--- config.mk ---
export PLATFORM = sky130hd
export DESIGN_NAME = packet_arbiter
export DESIGN_NICKNAME = d
export VERILOG_FILES = /design/src/rtl/packet_pkg.sv /design/src/rtl/rr_select.sv /design/src/rtl/packet_arbiter.sv
export SDC_FILE = /design/constraint.sdc
export NUM_CORES = 1
export LEC_CHECK = 0
export ABC_AREA = 1
export BUFFER_PORTS_ARGS = -buffer_cell sky130_fd_sc_hd__buf_4
export CORE_AREA = 8 8 134 136
export CTS_CLUSTER_DIAMETER = 150
export DETAILED_ROUTE_END_ITERATION = 12
export DIE_AREA = 0 0 142 144
export GPL_TIMING_DRIVEN = 0
export PLACE_DENSITY_LB_ADDON = 0.12
export SYNTH_ARGS = -nofsm -noshare
export SYNTH_HDL_FRONTEND = slang
export SYNTH_SLANG_ARGS = --single-unit
--- constraint.sdc ---
create_clock -name clk -period 1.9 [get_ports clk]
set_input_delay 0.38 -clock clk [delete_from_list [all_inputs] [get_ports clk]]
set_output_delay 0.38 -clock clk [all_outputs]
set_load 0.01 [all_outputs]
--- src/rtl/packet_pkg.sv ---
// rtl/packet_pkg.sv - shared constants and FSM encoding for the packet arbiter
package packet_pkg;

    localparam int WORD_SIZE_DEFAULT = 64;
    localparam int MODE_RR           = 0;
    localparam int MODE_PRIO         = 1;

    typedef enum logic {
        ST_IDLE = 1'b0,
        ST_BUSY = 1'b1
    } arb_state_t;

endpackage

--- src/rtl/rr_select.sv ---
// rtl/rr_select.sv - combinational round-robin / fixed-priority request selector
module rr_select #(
    parameter int CHANNELS = 4
) (
    input  logic [CHANNELS-1:0]         req,
    input  logic [$clog2(CHANNELS)-1:0] last,
    input  logic                        mode,
    output logic                        valid,
    output logic [$clog2(CHANNELS)-1:0] index
);

    localparam int IDX_W = $clog2(CHANNELS);

    logic [IDX_W-1:0] w_cand;

    // mode=1: scan from 0; mode=0: scan from last+1 with wrap. First hit wins.
    always_comb begin
        w_cand = '0;
        valid  = 1'b0;
        index  = '0;
        for (int k = 0; k < CHANNELS; k++) begin
            w_cand = mode ? IDX_W'(k) : IDX_W'((int'(last) + 1 + k) % CHANNELS);
            if (!valid && req[w_cand]) begin
                valid = 1'b1;
                index = w_cand;
            end
        end
    end

endmodule

--- src/rtl/packet_arbiter.sv ---
// rtl/packet_arbiter.sv - packet-atomic merge of CHANNELS show-ahead FIFO streams
module packet_arbiter
    import packet_pkg::*;
#(
    parameter int CHANNELS  = 4,
    parameter int WORD_SIZE = WORD_SIZE_DEFAULT,
    parameter int MODE      = MODE_RR,
    parameter int MAX_WORDS = 4096
) (
    input  logic                          clk,
    input  logic                          rst_n,
    input  logic [CHANNELS-1:0]           in_nempty,
    input  logic [CHANNELS*WORD_SIZE-1:0] in_data,
    input  logic [CHANNELS-1:0]           in_end,
    output logic [CHANNELS-1:0]           in_pop,
    input  logic [CHANNELS-1:0]           chan_enable,
    output logic                          out_nempty,
    output logic [WORD_SIZE-1:0]          out_data,
    output logic                          out_end,
    output logic [$clog2(CHANNELS)-1:0]   out_channel,
    input  logic                          out_pop,
    output logic [15:0]                   trunc_count
);

    localparam int IDX_W = $clog2(CHANNELS);
    localparam int WC_W  = $clog2(MAX_WORDS + 1);

    arb_state_t           r_state;
    logic [IDX_W-1:0]     r_grant;
    logic [IDX_W-1:0]     r_last;
    logic [WC_W-1:0]      r_wcount;
    logic                 r_out_valid;
    logic [WORD_SIZE-1:0] r_out_data;
    logic                 r_out_end;
    logic [IDX_W-1:0]     r_out_chan;
    logic [15:0]          r_trunc;

    logic [CHANNELS-1:0]  w_req;
    logic                 w_sel_valid;
    logic [IDX_W-1:0]     w_sel_index;
    logic                 w_load_ok;
    logic                 w_pop_fire;
    logic [WORD_SIZE-1:0] w_sel_data;
    logic                 w_sel_end;
    logic                 w_at_limit;
    logic                 w_pkt_done;
    logic                 w_trunc;

    assign w_req = chan_enable & in_nempty;

    rr_select #(
        .CHANNELS (CHANNELS)
    ) u_rr_select (
        .req   (w_req),
        .last  (r_last),
        .mode  (MODE == MODE_PRIO),
        .valid (w_sel_valid),
        .index (w_sel_index)
    );

    assign w_load_ok  = !r_out_valid || out_pop;
    assign w_pop_fire = (r_state == ST_BUSY) && in_nempty[r_grant] && w_load_ok;
    assign w_sel_data = in_data[int'(r_grant) * WORD_SIZE +: WORD_SIZE];
    assign w_sel_end  = in_end[r_grant];

    // Oversize guard: the MAX_WORDS-th word always closes the packet.
    assign w_at_limit = (r_wcount == WC_W'(MAX_WORDS - 1));
    assign w_pkt_done = w_sel_end || w_at_limit;
    assign w_trunc    = w_at_limit && !w_sel_end;

    always_comb begin
        in_pop = '0;
        if (w_pop_fire) begin
            in_pop[r_grant] = 1'b1;
        end
    end

    always_ff @(posedge clk or negedge rst_n) begin
        if (!rst_n) begin
            r_state     <= ST_IDLE;
            r_grant     <= '0;
            r_last      <= IDX_W'(CHANNELS - 1);
            r_wcount    <= '0;
            r_out_valid <= 1'b0;
            r_out_data  <= '0;
            r_out_end   <= 1'b0;
            r_out_chan  <= '0;
            r_trunc     <= '0;
        end else begin
            if (w_load_ok) begin
                r_out_valid <= w_pop_fire;
            end
            if (w_pop_fire) begin
                r_out_data <= w_sel_data;
                r_out_end  <= w_pkt_done;
                r_out_chan <= r_grant;
            end

            case (r_state)
                ST_IDLE: begin
                    if (w_sel_valid) begin
                        r_grant <= w_sel_index;
                        r_state <= ST_BUSY;
                    end
                end
                ST_BUSY: begin
                    if (w_pop_fire) begin
                        if (w_pkt_done) begin
                            r_last   <= r_grant;
                            r_wcount <= '0;
                            r_state  <= ST_IDLE;
                        end else begin
                            r_wcount <= r_wcount + 1'b1;
                        end
                        if (w_trunc && (r_trunc != 16'hFFFF)) begin
                            r_trunc <= r_trunc + 16'd1;
                        end
                    end
                end
                default: r_state <= ST_IDLE;
            endcase
        end
    end

    assign out_nempty  = r_out_valid;
    assign out_data    = r_out_data;
    assign out_end     = r_out_end;
    assign out_channel = r_out_chan;
    assign trunc_count = r_trunc;

endmodule

After elaboration in Yosys (flattened, before gate mapping):

Index checks and enable logic that the tools add are counted.

* register bits after elaboration: 102
* input port bits: 271
* word-level logic and storage cells: 73

* add/subtract/negate cells: 6
* magnitude comparators: 6
* equality and inequality tests: 2
* shifts and indexed selects: 1
* muxes and demuxes: 28
* bitwise gates (word level): 2
* reductions and logical operators: 19

Operators with widths (number)
* $shiftx 256x9->64: 1
* $add 16x1->16 const B: 1
* $ne 16x16->1 const B: 1
* $lt 2x3->1 const B: 5
* $mux 1: 14
* $add 13x1->13 const B: 1
* $eq 13x12->1 const B: 1
* $mux 13: 1
* $bmux 1 s2: 6
* $logic_and 1x1->1: 8
* $mux 2: 4
* $reduce_and 3->1: 2
* $logic_not 1->1: 5
* $add 2x1->2 const B: 2
* $add 2x2->2 const B: 2
* $and 4x4->4: 1
* $mux 4: 1
* $reduce_and 2->1: 2
* $demux 1 s2: 1
* $ge 2x1->1 const B: 1
* $logic_or 1x1->1: 2
* $pmux 1 s2: 1
* $not 1->1: 1

Longest topological paths before layout:

Gate-level depths: netlist of run 1.

* depth after elaboration: 15
* depth in mapped cells: 11
* gate-level depth less buffers: 10

Hierarchy:

A second synthesis of run 1 with hierarchy kept.

* cells, all modules: 955
* area, all modules: 6399.9 um^2

By module, submodules not included
* packet_arbiter: instances 1, cells each 893, area each 6088.3 um^2
* rr_select: instances 1, cells each 62, area each 311.5 um^2

Worst setup path before layout of run 1:

Ideal clock, no wire load.

* path kind: register to output
* start point: reg r_grant[0]
* end point: out in_pop[0]
* arrival: 1404 ps
* slack: 116 ps
* cell stages (with the launch flop): 8
* path through: dfrtp_1 inv_2 nor2_1 a22oi_1 nand2_1 nand3_2 clkbuf_1 nor3_1

* longest elaborated chain between the ends: 5
* elaborated cells on any way between the ends: 10
* classes of those cells: order compare: 2; mux: 5; reduce/logical: 3

Ends and longest elaborated chain
* start, declared: RTL line packet_arbiter.sv:29 `logic [IDX_W-1:0] r_grant;`
* start signal, assigned: RTL line packet_arbiter.sv:102 `r_grant <= w_sel_index;`
* $lt 2x3->1 (not written as such) (tied with other cells): RTL line packet_arbiter.sv:74 `in_pop[r_grant] = 1'b1;`
* $logic_and 1x1->1 (not written as such) / $mux 1 (equally long branches): RTL line packet_arbiter.sv:74, packet_arbiter.sv:62
* $mux 1 (not written as such) / $logic_and 1x1->1 (equally long branches): RTL line packet_arbiter.sv:74, packet_arbiter.sv:62
* $demux 1 s2 / $logic_and 1x1->1 (equally long branches): RTL line packet_arbiter.sv:74, packet_arbiter.sv:62
* $mux 4 (*): RTL line packet_arbiter.sv:73 `if (w_pop_fire) begin`
* end, declared: RTL line packet_arbiter.sv:15 `output logic [CHANNELS-1:0] in_pop,`

Mark *: on every way between the ends. The rest lies on a longest branch, timed or not. The select of a mux whose other input is x is not followed.

Worst setup path in the final report of run 1:

* start point: reg r_grant[0]
* end point: out in_pop[2]

Same word-level chain as after synthesis.

==> out/results.tsv, run 1 <==
stage	metric	value	unit
sta	Final min period	2.105	ns
global_route	largest net degree at the start of global routing	103	
cts	clock-pin slew of the registers on the worst-case setup and hold paths	0.07	ns
cts	cts hold-fix bufs	0	
place	Final HPWL DP	21730	µm
detailed_routing	Via density	4.942	
layout	Final Cell Area	9961	µm²
detailed_routing	drt first pass iters	6	
sta	skew final	0.005093	ns
detailed_routing	vias	7522	
flow_run	MaxCap Viol Count	0	
power_and_ir_drop	Tot Pwr	12.87	mW
worst_setup_path	WP data required	1.52	ns
cts	CTS max path bufs	2	
die	Rows	47	
worst_setup_path	kind of cell adding the most delay to the critical path	flip-flops	
worst_setup_path	CP peak stage delay	0.50	ns
detailed_routing	DR iter-0 viols	522	
die	effective utilization at floorplan	38.59	%
global_route	gr usage total	26.07	%
run_status	failing checks	setup timing	
logic_synthesis	Post-Syn Area	6195	µm²
logic_synthesis	Syn Nets	1174	
worst_setup_path	Buf/Inv on CP	3	
global_route	initial antenna violation count	0	
worst_setup_path	Worst EP arrival	1.72	ns
logic_synthesis	Seq/Total Area, Yosys	41.24	%
place	port buffer count	358	
global_route	first-pass GRT wire length	40790	µm
logic_synthesis	Synth Instances	901	
power_and_ir_drop	Leak Pwr	5.302	nW
logic_synthesis	Synth cell types	30	
sta	maximum clock frequency	475.1	MHz
detailed_routing	total routed wirelength	27480	µm
layout	fill count	1523	
cts	CTS tree	done	
sta	RSZ-0062 raised after global routing	true	
layout	Synth-to-Final Area Change	60.80	%
worst_setup_path	Worst Setup SP	r_grant[0]	
worst_setup_path	Worst Setup Path Type	reg -> out	
cts	Clock Sinks	102	
cts	Root Buffer	clkbuf_16	
sta	Final Hold Vio Count	0	
sta	final setup fails	4	
detailed_routing	final antenna-violating net count	0	
die	die height	144	µm
power_and_ir_drop	Worst VDD drop	0.0005678	V
logic_synthesis	Top FF cell, synth	dfrtp_1	
logic_synthesis	synthesized flop and latch total	102	
die	full die area	20450	µm²
layout	antenna fix cells	0	
worst_setup_path	CP max FO	6	
die	Core ar.	16050	µm²
worst_setup_path	crit-path cells	inv_4, nor2_4, a22oi_2, nand2_2, nand3_4, clkbuf_16, nor3_2, buf_4	
worst_setup_path	CP startpoint kind	flip-flop	
sta	Tightest Pin Transition	0.5013	ns
logic_synthesis	Mean Syn Cell Area	6.875	µm²
sta	setup TNS	-0.7658	ns
global_route	grt total ovfl	0	
sta	worst setup margin	-0.2048	ns
place	Placement Cell Area	9158	µm²
detailed_routing	WL per Instance	18.05	µm
sta	worst hold slack	0.04934	ns
logic_synthesis	Post-synth EDFFs	0	
hold_path	worst min path class	in -> async	
cts	Worst-Skew Late Latency	0.35	ns
worst_setup_path	r2r startpoint	r_grant[1]	
cts	htree depth	3	
logic_synthesis	asr flop ratio synth	100.0	%
worst_setup_path	Crit. End Element	output port	
logic_synthesis	yosys warns	0	
sta	fin crit share	110.8	%
layout	Total Nets Final	1571	
power_and_ir_drop	Pwr Density	1292	nW/µm²
die	I/O pin total	359	
global_route	vias in the first global route	7413	
sta	Rel. slew slack	66.58	%
worst_setup_path	CP max-delay cell	dfrtp_2	
layout	share of layout cells above drive strength 1	38.56	%
die	chip width	142	µm
cts	CTS buffer count	9	
place	routability congestion estimate	0.8780	
detailed_routing	DR DRC count	0	
run_status	outcome	finished with violations	
sta	final count of pins violating max slew	0	
[cell usage after synthesis, drive strengths merged (2+ instances only)]
cell type  instances  area [µm²]
a22oi             67       503.0
inv               28       105.1
dfstp              2       52.55
nand4              8       50.05
a21oi              3       15.01
o21ai             13       65.06
buf               29       147.6
clkbuf            20       75.07
nor3              12       60.06
nand2            456        1719
dfrtp            100        2502
ha                 2       25.02
xor2              14       122.6
nand3            106       535.5
nor2              30       127.6
xnor2              5       43.79
[where the power goes]
| group | internal (mW) | switching [mW] |
|---|---|---|
| clock | 0.952 | 0.826 |
| sequential | 2.97 | 0.538 |
| combinational | 3.15 | 4.44 |
[layout make-up]
type                            count  area (µm²)  area share [%]
Buffer                             48       302.8           3.040
Timing Repair Buffer              387        2969           29.81
Clock buffer                       12       256.5           2.575
Sequential cell                   102        2559           25.69
Multi-Input combinational cell    721        3462           34.76
Inverter                           29       116.4           1.168
Clock inverter                      3       20.02          0.2010
Tap cell                          220       275.3           2.763
[flip-flops by register name, summed over array words and instances (netlist names)]
| name | flops |
|---|---|
| out_nempty | 1 |
| r_grant | 2 |
| r_last | 2 |
| trunc_count | 16 |
| out_end | 1 |
| out_data | 64 |
| r_state | 1 |
| out_channel | 2 |
| r_wcount | 13 |
[layer usage]
layer | global-route usage, % | share of wire, % | vias up
li1 | - | - | 3730
met1 | 30.31 | 39 | 3492
met2 | 44.75 | 51 | 260
met3 | 7.626 | 6.4 | 40
met4 | 9.553 | 2.8 | 0
met5 | 0 | 0 | -
[per-stage QoR]
step / setup slack (ns) / std cells / utilization, %
2_1_floorplan: 0.1156 / 901 / -
3_3_place_gp: -0.3237 / 1479 / 57.04
3_5_place_dp: -0.3187 / 1479 / 57.04
4_1_cts: -0.2386 / 1508 / 60.15
5_1_grt: -0.2716 / 1522 / 62.04
6_report: -0.2048 / 1522 / 62.04
[worst paths after layout]
kind	endpoint	slack, ns	cells past startpoint
setup / recovery	in_pop[2]	-0.20	8
hold / removal	r_state	0.05	2
setup reg to reg	trunc_count[14]	0.02	13
hold reg to reg	out_data[8]	0.49	2
max in group asynchronous	out_data[27]	1.46	2
min in group clk	out_data[47]	0.34	5
[cells in the final DEF (no fill, tap or decap), types with 12 or more instances in the layout]
master,n
nand2_1,437
buf_4,383
nand3_1,104
dfrtp_1,97
a22oi_1,65
clkbuf_2,24
nor2_1,22
inv_1,21
nand2_2,18
xor2_1,14
buf_2,12
[cells by family after synthesis]
family | after synthesis | share of synthesized area, %
AND/OR/NAND/NOR | 615 | 40.66
XOR/XNOR | 19 | 2.686
buffers and inverters | 78 | 5.352
flip-flops | 102 | 41.24
AO/OA/AOI/OAI | 85 | 9.655
adder cells (fa/ha/maj) | 2 | 0.4039
[what timing repair did]
item	4_1_cts	5_1_grt
gates cloned	0	1
buffers inserted	14	13
setup endpoints to repair	78	99
resized for setup	35	80
pin swaps	5	14
(Power assumes the default switching activity.)
==> run 2, diff against run 1 <==
Settings changed: GPL_TIMING_DRIVEN 0 to default.
==> run 2 against run 1 <==
The flow still finishes with violations (setup timing). Clock skew up 0.0047 ns. Routed wire length rose by 2.3%. Combinational power is 12% higher. Critical path depth is the same. Critical path type unchanged. Largest power group unchanged.
==> out/results.tsv, run 2 (same netlist as run 1, synthesis figures left out) <==
stage	metric	value	unit	change
worst_setup_path	Worst Setup Path Type	reg -> out		
detailed_routing	WL per Instance	18.64	µm	+3.3%
sta	worst setup margin	-0.1047	ns	+0.1001 ns
cts	CTS buffer count	9		unchanged
sta	final setup fails	49		+45
detailed_routing	final antenna-violating net count	0		unchanged
die	I/O pin total	359		unchanged
global_route	first-pass GRT wire length	40020	µm	-1.9%
sta	maximum clock frequency	498.8	MHz	+5.0%
sta	Final Hold Vio Count	0		unchanged
place	port buffer count	358		unchanged
cts	CTS tree	done		
sta	skew final	0.009821	ns	+0.004728 ns
detailed_routing	Via density	5.023		+1.6%
detailed_routing	Metal-1 WL	10870	µm	+0.51%
place	Placement Cell Area	9243	µm²	+0.93%
die	full die area	20450	µm²	unchanged
worst_setup_path	Crit. End Element	output port		
detailed_routing	drt first pass iters	5		-1
cts	Worst-Skew Late Latency	0.35	ns	about the same
cts	CTS max path bufs	2		unchanged
global_route	vias in the first global route	7485		+0.97%
place	Place WS	0.007513	ns	+0.3263 ns
detailed_routing	uppermost layer routed	met4		
worst_setup_path	reg2reg path depth	13		unchanged
worst_setup_path	R2R Path End	out_data[11]		
worst_setup_path	crit-path cells	buf_6, inv_6, nor2_4, a22oi_2, nand2_2, nand3_4, nor2_1, buf_4		
layout	share of layout cells above drive strength 1	36.99	%	-1.6 points
hold_path	worst min path class	in -> async		
layout	antenna fix cells	0		unchanged
sta	fin crit share	105.5	%	-5.3 points
layout	flip-flop count of the largest register after layout	64		unchanged
detailed_routing	total routed wirelength	28100	µm	+2.3%
detailed_routing	routed wl met2	14190	µm	+0.49%
detailed_routing	DR iter-0 viols	462		-11%
layout	Total Nets Final	1555		-1.0%
power_and_ir_drop	Pwr Density	1378	nW/µm²	+6.7%
sta	Final min period	2.005	ns	-0.1001 ns
die	Core ar.	16050	µm²	unchanged
global_route	initial antenna violation count	0		unchanged
sta	Rel. slew slack	61.27	%	-5.3 points
sta	final count of pins violating max slew	0		unchanged
worst_setup_path	flop-to-flop setup slack	-0.08	ns	-0.10 ns
worst_setup_path	CP startpoint kind	flip-flop		
layout	most frequent cells in the layout	448 x nand2_1, 385 x buf_4, 100 x nand3_1		
power_and_ir_drop	Tot Pwr	14.07	mW	+9.3%
worst_setup_path	WP data required	1.52	ns	about the same
sta	RSZ-0062 raised after global routing	true		
run_status	outcome	finished with violations		
run_status	failing checks	setup timing		
power_and_ir_drop	Leak Pwr	5.353	nW	+0.97%
worst_setup_path	CP max-delay cell	dfrtp_1		
worst_setup_path	Worst EP arrival	1.62	ns	-0.10 ns
die	die height	144	µm	unchanged
sta	Tightest Pin Transition	0.5810	ns	+0.07976 ns
flow_run	MaxCap Viol Count	0		unchanged
layout	Synth-to-Final Area Change	64.77	%	
power_and_ir_drop	Worst VDD drop	0.0006732	V	+19%
detailed_routing	vias	7569		+0.62%
die	Rows	47		unchanged
die	chip width	142	µm	unchanged
die	effective utilization at floorplan	38.59	%	unchanged
layout	commonest non-fill, non-tap cell in the layout	nand2_1		
cts	clock-pin slew of the registers on the worst-case setup and hold paths	0.07	ns	about the same
global_route	largest net degree at the start of global routing	103		unchanged
cts	Root Buffer	clkbuf_16		
cts	Clock Sinks	102		unchanged
worst_setup_path	CP max FO	5		-1
worst_setup_path	r2r startpoint	r_grant[1]		
global_route	gr usage total	25.23	%	-0.84 points
detailed_routing	wire length on met3	2109	µm	+19%
place	routability congestion estimate	0.8778		about the same
worst_setup_path	CP peak stage delay	0.43	ns	-0.07 ns
detailed_routing	DR DRC count	0		unchanged
place	Final HPWL DP	20660	µm	-4.9%
layout	Final Cell Area	10210	µm²	+2.5%
cts	htree depth	3		unchanged
global_route	grt total ovfl	0		unchanged
==> run 2: worst max-delay path, delay by kind of cell (launching register included) <==
kind | cells | cell delay [ns]
simple gates | 4 | 0.46
compound gates | 1 | 0.06
flops | 1 | 0.43
buf+inv | 3 | 0.33
==> run 2: area by class of cell <==
type / count / area, µm²
Fill cell: 1494 / 5847
Multi-Input combinational cell: 723 / 3472
Timing Repair Buffer: 417 / 3442
Sequential cell: 102 / 2556
Tap cell: 220 / 275.3
Clock buffer: 12 / 266.5
Inverter: 29 / 117.6
Clock inverter: 4 / 77.57
==> run 2: worst max path at each step <==
stage	startpoint	endpoint	slack, ns	cells past startpoint
CTS	r_grant[1]	in_pop[1]	-0.12	7
global route	r_grant[0]	in_pop[1]	-0.20	7
finish	r_grant[1]	in_pop[3]	-0.10	8
floorplan	r_grant[0]	in_pop[0]	0.12	7
detailed placement	r_grant[1]	trunc_count[15]	0.008	9
global placement	r_grant[1]	trunc_count[7]	0.08	9
==> run 2: through the flow <==
stage / cells / hold slack (ns) / utilization (%) / TNS (ns)
after floorplan: 901 / 0.08441 / - / 0
after global placement: 1457 / 0.4639 / 57.57 / 0
after detailed placement: 1457 / 0.4671 / 57.57 / 0
after CTS: 1484 / 0.1220 / 60.63 / -0.3010
after global routing: 1507 / 0.1385 / 63.58 / -9.432
final: 1507 / 0.07506 / 63.58 / -2.050
==> run 2: layer usage <==
metal,up-vias,global-route usage [%]
met1,3526,28.34
met3,58,8.188
met4,0,9.045
li1,3713,-
met5,-,0
met2,272,44.02
==> run 2: what timing repair did <==
item | CTS | global route
gates cloned | 0 | 14
gates resized for setup | 16 | 33
setup buffers | 11 | 9
hold buffers | 0 | 0
pin swaps | 7 | 19
setup endpoints to repair | 6 | 102
==> run 2: power breakdown <==
group	switching [mW]	internal, mW	total, mW
Sequential	0.509	2.97	3.47
Clock	0.824	1.27	2.09
Combinational	4.72	3.78	8.50
